### src/rtl/major_comparator_pkg.sv
// -----------------------------------------------------------------------------
// major_comparator_pkg
// Shared definitions for the registered magnitude comparator / max selector.
//   DEFAULT_WIDTH : operand width used when no override is given
//   cmp_rel_t     : encoded relation of operand A to operand B
// -----------------------------------------------------------------------------
package major_comparator_pkg;

  localparam int DEFAULT_WIDTH = 8;

  typedef enum logic [1:0] {
    REL_LT = 2'd0,
    REL_EQ = 2'd1,
    REL_GT = 2'd2
  } cmp_rel_t;

endpackage : major_comparator_pkg

### src/rtl/major_comparator_if.sv
// -----------------------------------------------------------------------------
// major_comparator_if
// Operand / result bundle for major_comparator.
//   a, b         : operands (WIDTH bits)
//   in_valid     : operands valid this cycle
//   signed_mode  : 0 = unsigned compare, 1 = two's-complement compare
//   y            : registered max(a, b)
//   a_gt_b/a_eq_b/a_lt_b : registered one-hot relation flags
//   out_valid    : registered copy of in_valid
// master drives operands and observes results; slave is the comparator side.
// -----------------------------------------------------------------------------
interface major_comparator_if
  import major_comparator_pkg::*;
#(
  parameter int WIDTH = DEFAULT_WIDTH
);

  logic [WIDTH-1:0] a;
  logic [WIDTH-1:0] b;
  logic             in_valid;
  logic             signed_mode;
  logic [WIDTH-1:0] y;
  logic             a_gt_b;
  logic             a_eq_b;
  logic             a_lt_b;
  logic             out_valid;

  modport master (
    output a, b, in_valid, signed_mode,
    input  y, a_gt_b, a_eq_b, a_lt_b, out_valid
  );

  modport slave (
    input  a, b, in_valid, signed_mode,
    output y, a_gt_b, a_eq_b, a_lt_b, out_valid
  );

endinterface : major_comparator_if

### src/rtl/comparator_slice.sv
// -----------------------------------------------------------------------------
// comparator_slice
// One-bit cell of an MSB-first magnitude compare cascade. Once a higher slice
// has decided (gt_in or lt_in set) the decision passes through unchanged;
// otherwise this bit decides if a_i and b_i differ.
//   a_i, b_i        : operand bits for this position
//   gt_in, lt_in    : decision from the next-more-significant slice
//   gt_out, lt_out  : decision after including this bit
// -----------------------------------------------------------------------------
module comparator_slice (
  input  logic a_i,
  input  logic b_i,
  input  logic gt_in,
  input  logic lt_in,
  output logic gt_out,
  output logic lt_out
);

  assign gt_out = gt_in | (~lt_in & a_i & ~b_i);
  assign lt_out = lt_in | (~gt_in & ~a_i & b_i);

endmodule : comparator_slice

### src/rtl/major_comparator.sv
// -----------------------------------------------------------------------------
// major_comparator
// Registered magnitude comparator with max selector, one pipeline stage.
//   clk  : rising-edge clock
//   rst  : asynchronous, active-high reset (clears every output)
//   bus  : major_comparator_if.slave (operands in, registered results out)
// A beat sampled with in_valid = 1 loads y / flags on the next edge and pulses
// out_valid; with in_valid = 0 the previous result is held and out_valid = 0.
// -----------------------------------------------------------------------------
module major_comparator
  import major_comparator_pkg::*;
#(
  parameter int WIDTH = DEFAULT_WIDTH
) (
  input  logic                clk,
  input  logic                rst,
  major_comparator_if.slave   bus
);

  // Compare cascade, slice WIDTH-1 (MSB) feeds downwards to slice 0.
  // Each slice keeps its own wires so the chain has no self-referencing vector.
  for (genvar i = 0; i < WIDTH; i++) begin : g_slice
    logic a_bit_s;
    logic b_bit_s;
    logic gt_in_s;
    logic lt_in_s;
    logic gt_out_s;
    logic lt_out_s;

    if (i == WIDTH - 1) begin : g_msb
      // In two's complement a set MSB means negative, so swapping the MSB
      // operands makes the MSB=0 operand win when the signs differ.
      assign a_bit_s = bus.signed_mode ? bus.b[i] : bus.a[i];
      assign b_bit_s = bus.signed_mode ? bus.a[i] : bus.b[i];
      assign gt_in_s = 1'b0;
      assign lt_in_s = 1'b0;
    end else begin : g_lower
      assign a_bit_s = bus.a[i];
      assign b_bit_s = bus.b[i];
      assign gt_in_s = g_slice[i+1].gt_out_s;
      assign lt_in_s = g_slice[i+1].lt_out_s;
    end

    comparator_slice u_slice (
      .a_i    (a_bit_s),
      .b_i    (b_bit_s),
      .gt_in  (gt_in_s),
      .lt_in  (lt_in_s),
      .gt_out (gt_out_s),
      .lt_out (lt_out_s)
    );
  end

  logic     gt_s;
  logic     lt_s;
  logic     eq_s;
  cmp_rel_t rel_s;

  assign gt_s = g_slice[0].gt_out_s;
  assign lt_s = g_slice[0].lt_out_s;
  assign eq_s = ~gt_s & ~lt_s;

  logic [WIDTH-1:0] y_q,   y_d;
  logic             gt_q,  gt_d;
  logic             eq_q,  eq_d;
  logic             lt_q,  lt_d;
  logic             vld_q, vld_d;

  // Encode the cascade result as a single relation value.
  always_comb begin
    rel_s = REL_EQ;
    if (gt_s) begin
      rel_s = REL_GT;
    end else if (lt_s) begin
      rel_s = REL_LT;
    end else if (eq_s) begin
      rel_s = REL_EQ;
    end else begin
      rel_s = REL_EQ;
    end
  end

  // Next-state: load result on a valid beat, otherwise hold y and flags.
  always_comb begin
    y_d   = y_q;
    gt_d  = gt_q;
    eq_d  = eq_q;
    lt_d  = lt_q;
    vld_d = 1'b0;
    if (bus.in_valid) begin
      vld_d = 1'b1;
      case (rel_s)
        REL_GT: begin
          y_d  = bus.a;
          gt_d = 1'b1;
          eq_d = 1'b0;
          lt_d = 1'b0;
        end
        REL_EQ: begin
          y_d  = bus.a;
          gt_d = 1'b0;
          eq_d = 1'b1;
          lt_d = 1'b0;
        end
        REL_LT: begin
          y_d  = bus.b;
          gt_d = 1'b0;
          eq_d = 1'b0;
          lt_d = 1'b1;
        end
        default: begin
          y_d  = y_q;
          gt_d = gt_q;
          eq_d = eq_q;
          lt_d = lt_q;
        end
      endcase
    end else begin
      vld_d = 1'b0;
    end
  end

  // Output registers, cleared asynchronously by rst.
  always_ff @(posedge clk or posedge rst) begin
    if (rst) begin
      y_q   <= {WIDTH{1'b0}};
      gt_q  <= 1'b0;
      eq_q  <= 1'b0;
      lt_q  <= 1'b0;
      vld_q <= 1'b0;
    end else begin
      y_q   <= y_d;
      gt_q  <= gt_d;
      eq_q  <= eq_d;
      lt_q  <= lt_d;
      vld_q <= vld_d;
    end
  end

  assign bus.y         = y_q;
  assign bus.a_gt_b    = gt_q;
  assign bus.a_eq_b    = eq_q;
  assign bus.a_lt_b    = lt_q;
  assign bus.out_valid = vld_q;

endmodule : major_comparator

### src/flat_wrapper.sv
// flat-port wrapper written by rule: the top's interface ports become plain ports
module major_comparator_flat import major_comparator_pkg::*;
#(
  parameter int WIDTH = DEFAULT_WIDTH
)
  (clk, rst, bus_a, bus_b, bus_in_valid, bus_signed_mode, bus_y, bus_a_gt_b, bus_a_eq_b, bus_a_lt_b, bus_out_valid);
  major_comparator_if #(.WIDTH(WIDTH)) bus_i ();
  input  logic clk;
  input  logic rst;
  input wire logic [$bits(bus_i.a)-1:0] bus_a;
  input wire logic [$bits(bus_i.b)-1:0] bus_b;
  input wire logic [$bits(bus_i.in_valid)-1:0] bus_in_valid;
  input wire logic [$bits(bus_i.signed_mode)-1:0] bus_signed_mode;
  output wire logic [$bits(bus_i.y)-1:0] bus_y;
  output wire logic [$bits(bus_i.a_gt_b)-1:0] bus_a_gt_b;
  output wire logic [$bits(bus_i.a_eq_b)-1:0] bus_a_eq_b;
  output wire logic [$bits(bus_i.a_lt_b)-1:0] bus_a_lt_b;
  output wire logic [$bits(bus_i.out_valid)-1:0] bus_out_valid;
  assign bus_i.a = bus_a;
  assign bus_i.b = bus_b;
  assign bus_i.in_valid = bus_in_valid;
  assign bus_i.signed_mode = bus_signed_mode;
  assign bus_y = bus_i.y;
  assign bus_a_gt_b = bus_i.a_gt_b;
  assign bus_a_eq_b = bus_i.a_eq_b;
  assign bus_a_lt_b = bus_i.a_lt_b;
  assign bus_out_valid = bus_i.out_valid;
  major_comparator #(.WIDTH(WIDTH)) u_core (.clk(clk), .rst(rst), .bus(bus_i));
endmodule
### config.mk
export PLATFORM = sky130hd
export DESIGN_NAME = major_comparator_flat
export DESIGN_NICKNAME = d
export VERILOG_FILES = /design/src/rtl/major_comparator_pkg.sv /design/src/rtl/major_comparator_if.sv /design/src/rtl/comparator_slice.sv /design/src/rtl/major_comparator.sv /design/src/flat_wrapper.sv
export SDC_FILE = /design/constraint.sdc
export NUM_CORES = 1
export LEC_CHECK = 0
export BUFFER_PORTS_ARGS = -buffer_cell sky130_fd_sc_hd__buf_2
export CORE_MARGIN = 10
export CORE_UTILIZATION = 30
export CTS_BUF_LIST = sky130_fd_sc_hd__clkbuf_4 sky130_fd_sc_hd__clkbuf_8
export CTS_CLUSTER_DIAMETER = 100
export DETAILED_ROUTE_END_ITERATION = 6
export SETUP_SLACK_MARGIN = 0.5
export SYNTH_ARGS = -nofsm -noshare
export SYNTH_HDL_FRONTEND = slang
export SYNTH_SLANG_ARGS = --single-unit
### constraint.sdc
create_clock -name clk -period 0.8 [get_ports clk]
set_input_delay 0.12 -clock clk [delete_from_list [all_inputs] [get_ports clk]]
set_output_delay 0.12 -clock clk [all_outputs]
set_load 0.01 [all_outputs]
# After elaboration in Yosys (flattened, before gate mapping)
# Cells that the tools add are included.
[totals] word_cells=100 register_bits=12 in_bits=20
[classes] bitwise=74 n_eq_ne=2 mux=9 reduce_logical=10
[op_table] operator="$and 1x1->1" count=30
[op_table] operator="$not 1->1" count=30
[op_table] operator="$pmux 8 s2" count=1
[op_table] operator="$or 1x1->1" count=14
[op_table] operator="$pmux 1 s2" count=3
[op_table] operator="$reduce_and 2->1" count=3
[op_table] operator="$reduce_bool 2->1" count=3
[op_table] operator="$reduce_or 2->1" count=3
[op_table] operator="$mux 1" count=4
[op_table] operator="$eq 2x1->1 const B" count=1
[op_table] operator="$eq 2x2->1 const B" count=1
[op_table] operator="$logic_not 2->1" count=1
[op_table] operator="$mux 2" count=1

# Longest topological paths before layout
[logic_depth] ltp_word=37 mapped_depth=7 ltp_nobuf=6

# Modules after synthesis
# From an unflattened synthesis, not the netlist that was laid out.
[hier_totals] hier_cells=91 area_unflattened_um2=823.3
[modules_own_cells] mod="major_comparator" cells_per_inst=59 area_per_inst_um2=643.1 seq_area_each_um2=300.3 instances=1
[modules_own_cells] mod="comparator_slice" cells_per_inst=4 area_per_inst_um2=22.5 seq_area_each_um2=0.0 instances=8

# Worst setup path before layout
# OpenSTA, ideal clock, no wires.
[synth_path] path_type="input port to flip-flop" start="input bus_a[5]" end="register u_core.y_q[2], in the netlist u_core.bus.y[2]" required_time_ns=0.677 arrival_time_ns=1.328 setup_time_ns=0.123 setup_slack_ns=-0.651 cell_stages=7 cell_sequence="nor2b_1 -> o31ai_2 -> o21ai_4 -> a211oi_4 -> buf_6 -> o31a_1 -> a21oi_2"
[synth_between] elab_chain_cells=29
[synth_lines] element="start, declared" line_no="flat_wrapper.sv:10" rtl="input wire logic [$bits(bus_i.a)-1:0] bus_a;"
[synth_lines] element="$and 1x1->1 or $not 1->1 (tied branches)" line_no="comparator_slice.sv:19, comparator_slice.sv:20"
[synth_lines] element="$and 1x1->1 (on tied branches)" line_no="comparator_slice.sv:19, comparator_slice.sv:20"
[synth_lines] element="$or 1x1->1 or $and 1x1->1 (tied branches)" line_no="comparator_slice.sv:19, comparator_slice.sv:20"
[synth_lines] element="$not 1->1 or $or 1x1->1 (tied branches)" line_no="comparator_slice.sv:20" rtl="assign lt_out = lt_in | (~gt_in & ~a_i & b_i);"
[synth_lines] element="$and 1x1->1 or $not 1->1 (tied branches)" line_no="comparator_slice.sv:20, comparator_slice.sv:19"
[synth_lines] element="$and 1x1->1 (on tied branches)" line_no="comparator_slice.sv:20, comparator_slice.sv:19"
[synth_lines] element="$or 1x1->1 or $and 1x1->1 (tied branches)" line_no="comparator_slice.sv:20, comparator_slice.sv:19"
[synth_lines] element="$not 1->1 or $or 1x1->1 (tied branches)" line_no="comparator_slice.sv:19" rtl="assign gt_out = gt_in | (~lt_in & a_i & ~b_i);"
[synth_lines] element="[... 13 more ...]"
[synth_lines] element="$and 1x1->1 (on tied branches)" line_no="comparator_slice.sv:20, comparator_slice.sv:19"
[synth_lines] element="$or 1x1->1 or $and 1x1->1 (tied branches)" line_no="comparator_slice.sv:20, comparator_slice.sv:19"
[synth_lines] element="$mux 1 or $or 1x1->1 (tied branches)" line_no="major_comparator.sv:74, comparator_slice.sv:19"
[synth_lines] element="$mux 2 (*)" line_no="major_comparator.sv:72" rtl="if (gt_s) begin"
[synth_lines] element="$eq 2x2->1 or $eq 2x1->1 (tied branches)" line_no="major_comparator.sv:92" rtl="case (rel_s)"
[synth_lines] element="$reduce_or 2->1 (no source line)"
[synth_lines] element="$reduce_bool 2->1 (no source line)"
[synth_lines] element="$reduce_and 2->1 (no source line)"
[synth_lines] element="end signal, assigned" line_no="major_comparator.sv:126" rtl="y_q <= {WIDTH{1'b0}};"
[synth_lines] element="end signal, assigned" line_no="major_comparator.sv:132" rtl="y_q <= y_d;"
[synth_lines] element="end, declared" line_no="major_comparator.sv:63" rtl="logic [WIDTH-1:0] y_q, y_d;"
# Every way passes the cells marked *; elsewhere a longest branch is shown, timed or not.
# A chain may end at the register's enable or synchronous reset.

# Final worst setup path
[layout_path] start="input bus_b[7]" end="register u_core.y_q[2], in the netlist u_core.bus.y[2]"
[layout_between] elab_chain_cells=37
[layout_lines] element="start, declared" line_no="flat_wrapper.sv:11" rtl="input wire logic [$bits(bus_i.b)-1:0] bus_b;"
[layout_lines] element="$mux 1" line_no="major_comparator.sv:34" rtl="assign b_bit_s = bus.signed_mode ? bus.a[i] : bus.b[i];"
[layout_lines] element="$not 1->1" line_no="comparator_slice.sv:19"
[layout_lines] element="$and 1x1->1" line_no="comparator_slice.sv:19"
[layout_lines] element="$not 1->1" line_no="comparator_slice.sv:20"
[layout_lines] element="$and 1x1->1 (2 in series)" line_no="comparator_slice.sv:20"
[layout_lines] element="$or 1x1->1" line_no="comparator_slice.sv:20"
[layout_lines] element="$not 1->1" line_no="comparator_slice.sv:19"
[layout_lines] element="$and 1x1->1 (2 in series)" line_no="comparator_slice.sv:19"
[layout_lines] element="[... 18 more ...]"
[layout_lines] element="$and 1x1->1 (2 in series)" line_no="comparator_slice.sv:20"
[layout_lines] element="$or 1x1->1" line_no="comparator_slice.sv:20"
[layout_lines] element="$mux 1" line_no="major_comparator.sv:74" rtl="end else if (lt_s) begin"
[layout_lines] element="$mux 2 (*)" line_no="major_comparator.sv:72"
[layout_lines] element="$eq 2x2->1 or $eq 2x1->1 (tied branches)" line_no="major_comparator.sv:92"
[layout_lines] element="$reduce_or 2->1 (no source line)"
[layout_lines] element="$reduce_bool 2->1 (no source line)"
[layout_lines] element="$reduce_and 2->1 (no source line)"
# Marks and branches as above.

==> impl_metrics.toml <==
[detailed_routing]
totalWireLength_mm = 2.67
vias = 963
ant_nets = 0
avgRoutedWirePerCell_um = 13.2
drt_first_iter_violations = 35
drtPass1Iterations = 4
avgViaCountPerCell = 4.77
route.detailed.drc = 0

[cells_and_area]
postLayoutCoreUtil_pct = 57.4
final_cell_area_um2 = 1610
num-nets-final = 192
diodes = 0
final_layout_size_suffix_gt1_share_pct = 60.8
synthToLayoutAreaGrowth_pct = 80.6
stdcell_count = 202

[worst_setup_path]
startpoint = "bus_b[7]"
reg2reg_slack_ns = -0.08
critPathLaunchType = "primary input"
rr_endpoint = "u_core.bus.a_gt_b$_DFFE_PP0P_"
crit_required_ns = 0.97
crit_fanout = 11
worstPathArrival_ns = 1.45
critPathKind = "primary input to flop"
reg2reg_depth = 4
end_kind = "flop"
reg2reg_from = "u_core.bus.a_gt_b$_DFFE_PP0P_"
crit_end = "u_core.bus.y[2]$_DFFE_PP0P_"

[power]
p_leak_nw = 0.765
seq_power_share_pct = 31.7
p_switching_mw = 0.749
peakVddDrop_mv = 0.745
pwr-share-comb_pct = 47.3
powerDensity_nw_per_um2 = 1450
clkPwrFrac_pct = 21.0
p_total_mw = 2.33
p_sw_share_pct = 32.1
intPower_mw = 1.58

[sta]
max_slew.worst_pin.slew_ns = 0.337
rsz0062_at_grt = "yes"
skew_ns = 0
slew_viol_final = 0
layout_setup_ws_ns = -0.489
setup_violations = 23
period_needed_ns = 1.29
slew_headroom_pct = 77.3
max_freq_mhz = 776
hold_slack_ns = -0.183
finalHoldViolCount = 12
setup_tns_ns = -6.10
finalCritPeriodShare_pct = 161

[clocking]
insertion_delay_ns = 0.27
clk_pin_slew_ns = 0.08
clockBufferDepth = 2
tritoncts.num_buffers = 3
tritoncts = "built"
cts.sinks = 12
cts_root_buf = "clkbuf_4"
h-tree-depth = 1

[placement]
port_buffers = 31
dpl.cell_count = 183
dp_hpwl_mm = 2.03
gp_congestion = 0.783
place_area_um2 = 1310
pre_cts_slack_ns = -0.834

[synthesis]
ys_ff_latch = 12
syn_area_per_cell_um2 = 9.01
ys_warn_count = 0
ys_seq_area_share_pct = 33.7
syn-instance-count = 99
mappedNetlistArea_um2 = 892
synthesis.nets = 119
yosys.cell_types.count = 35

[global_routing]
grt_pass1_vias = 1066
grt_overflow_total = 0
grt_start_max_net_pins = 24
antenna_found_initial = 0
track_usage_pct = 9.91
grt_pass1_wl_mm = 4.54

[floorplanning]
die_area_um2 = 5550
start_util_pct = 31.8
die_width_um = 74.5
rows = 19
core-area_um2 = 2810
ios = 32
die_height_um = 74.5

[worst_hold_path]
min_path_type = "primary input to asynchronous set/reset pin"

[run_status]
outcome = "complete, but fails checks"
violations = "negative hold slack, negative setup slack"

[run]
maxCapViolCount = 0
-- metal layers --
| metal | vias up | track usage (%) | share of wire [%] |
|---|---|---|---|
| li1 | 491 | - | - |
| met1 | 457 | 10.6 | 42 |
| met2 | 15 | 18.9 | 54 |
| met3 | 0 | 2.66 | 4.0 |
| met4 | 0 | 2.10 | 0 |
| met5 | - | 0 | 0 |
-- logic make-up after synthesis --
| family | share of synthesized area (%) |
|---|---|
| XOR/XNOR | 0.982 |
| AO/OA/AOI/OAI | 39.4 |
| adder cells (fa/ha/maj) | 2.38 |
| buffers and inverters | 8.41 |
| AND/OR/NAND/NOR | 15.1 |
| flip-flops | 33.7 |
-- placed cells by master, fill, tap and decap left out, drive strengths merged, types with 2 or more instances in the layout --
cell type,Yosys,final
a31oi,4,4
a21oi,10,10
maj3,2,2
buf,2,72
nand2,3,3
o21ai,11,11
a211oi,3,3
nand2b,5,5
nor2,12,12
clkbuf,2,4
nor2b,3,3
o31a,7,7
a31o,2,2
dfrtp,12,12
inv,12,12
-- Yosys cell counts, drive strengths merged --
| cell type | number | share of area [%] |
|---|---|---|
| o31a | 7 | 6.9 |
| nand4 | 1 | 0.70 |
| xor2 | 1 | 0.98 |
| o31ai | 1 | 1.4 |
| dfrtp | 12 | 34 |
| clkbuf | 2 | 0.84 |
| a31o | 2 | 2.9 |
| a21bo | 1 | 1.1 |
| a211oi | 3 | 5.0 |
| nand2b | 5 | 4.3 |
| nor3 | 1 | 0.56 |
| nor2 | 12 | 5.0 |
| a21oi | 10 | 6.5 |
| o21ai | 11 | 7.9 |
| a31oi | 4 | 5.2 |
| nand2 | 3 | 1.5 |
| buf | 2 | 2.5 |
| or2b | 1 | 0.84 |
| maj3 | 2 | 2.4 |
| inv | 12 | 5.0 |
| a22oi | 1 | 0.84 |
| a21o | 1 | 0.84 |
| o21a | 1 | 0.84 |
| nor2b | 3 | 2.1 |
-- power by group through the flow --
stage                     logic (mW)  clock network (mW)  registers, mW
after floorplan                0.403                   0          0.787
after global placement         0.790                   0          0.742
after detailed placement       0.812                   0          0.746
after CTS                      0.961               0.507          0.731
after global routing            1.20               0.554          0.746
final                           1.10               0.491          0.738
-- state kept, by name, indices dropped and copies added (netlist names) --
register,cells
u_core.bus.out_valid,1
u_core.bus.a_gt_b,1
u_core.bus.a_lt_b,1
u_core.bus.y,8
u_core.bus.a_eq_b,1
-- how the worst min path moves through the flow --
stage | end | slack, ns | cells after the start
CTS | u_core.bus.out_valid$_DFF_PP0_ | -0.18 | 3
finish | u_core.bus.out_valid$_DFF_PP0_ | -0.18 | 3
global route | u_core.bus.out_valid$_DFF_PP0_ | -0.16 | 3
floorplan | u_core.bus.a_eq_b$_DFFE_PP0P_ | -0.02 | 1
detailed placement | u_core.bus.out_valid$_DFF_PP0_ | 0.12 | 3
global placement | u_core.bus.y[1]$_DFFE_PP0P_ | 0.11 | 3
-- cell type report --
cell class	instances	area, µm²
tap	31	38.8
clock buffer	4	36.3
fill	231	1190
multi-input combinational	71	631
inverter	12	45.0
timing repair buffer	72	561
sequential	12	300
-- repair_timing --
item                                    in CTS  in global routing
pin swaps                                    8                  5
setup buffers                                8                  7
endpoints found under the setup margin      23                 23
resized for setup                           16                 13
hold endpoints to repair                    12                 12
-- worst max-delay path, stage by stage --
cell	delay, ns
buf_6	0.10
nand2b_4	0.17
a211oi_4	0.29
a31oi_4	0.08
a211oi_4	0.32
buf_12	0.17
o31a_1	0.15
a21oi_2	0.05
(Power assumes the default switching activity.)
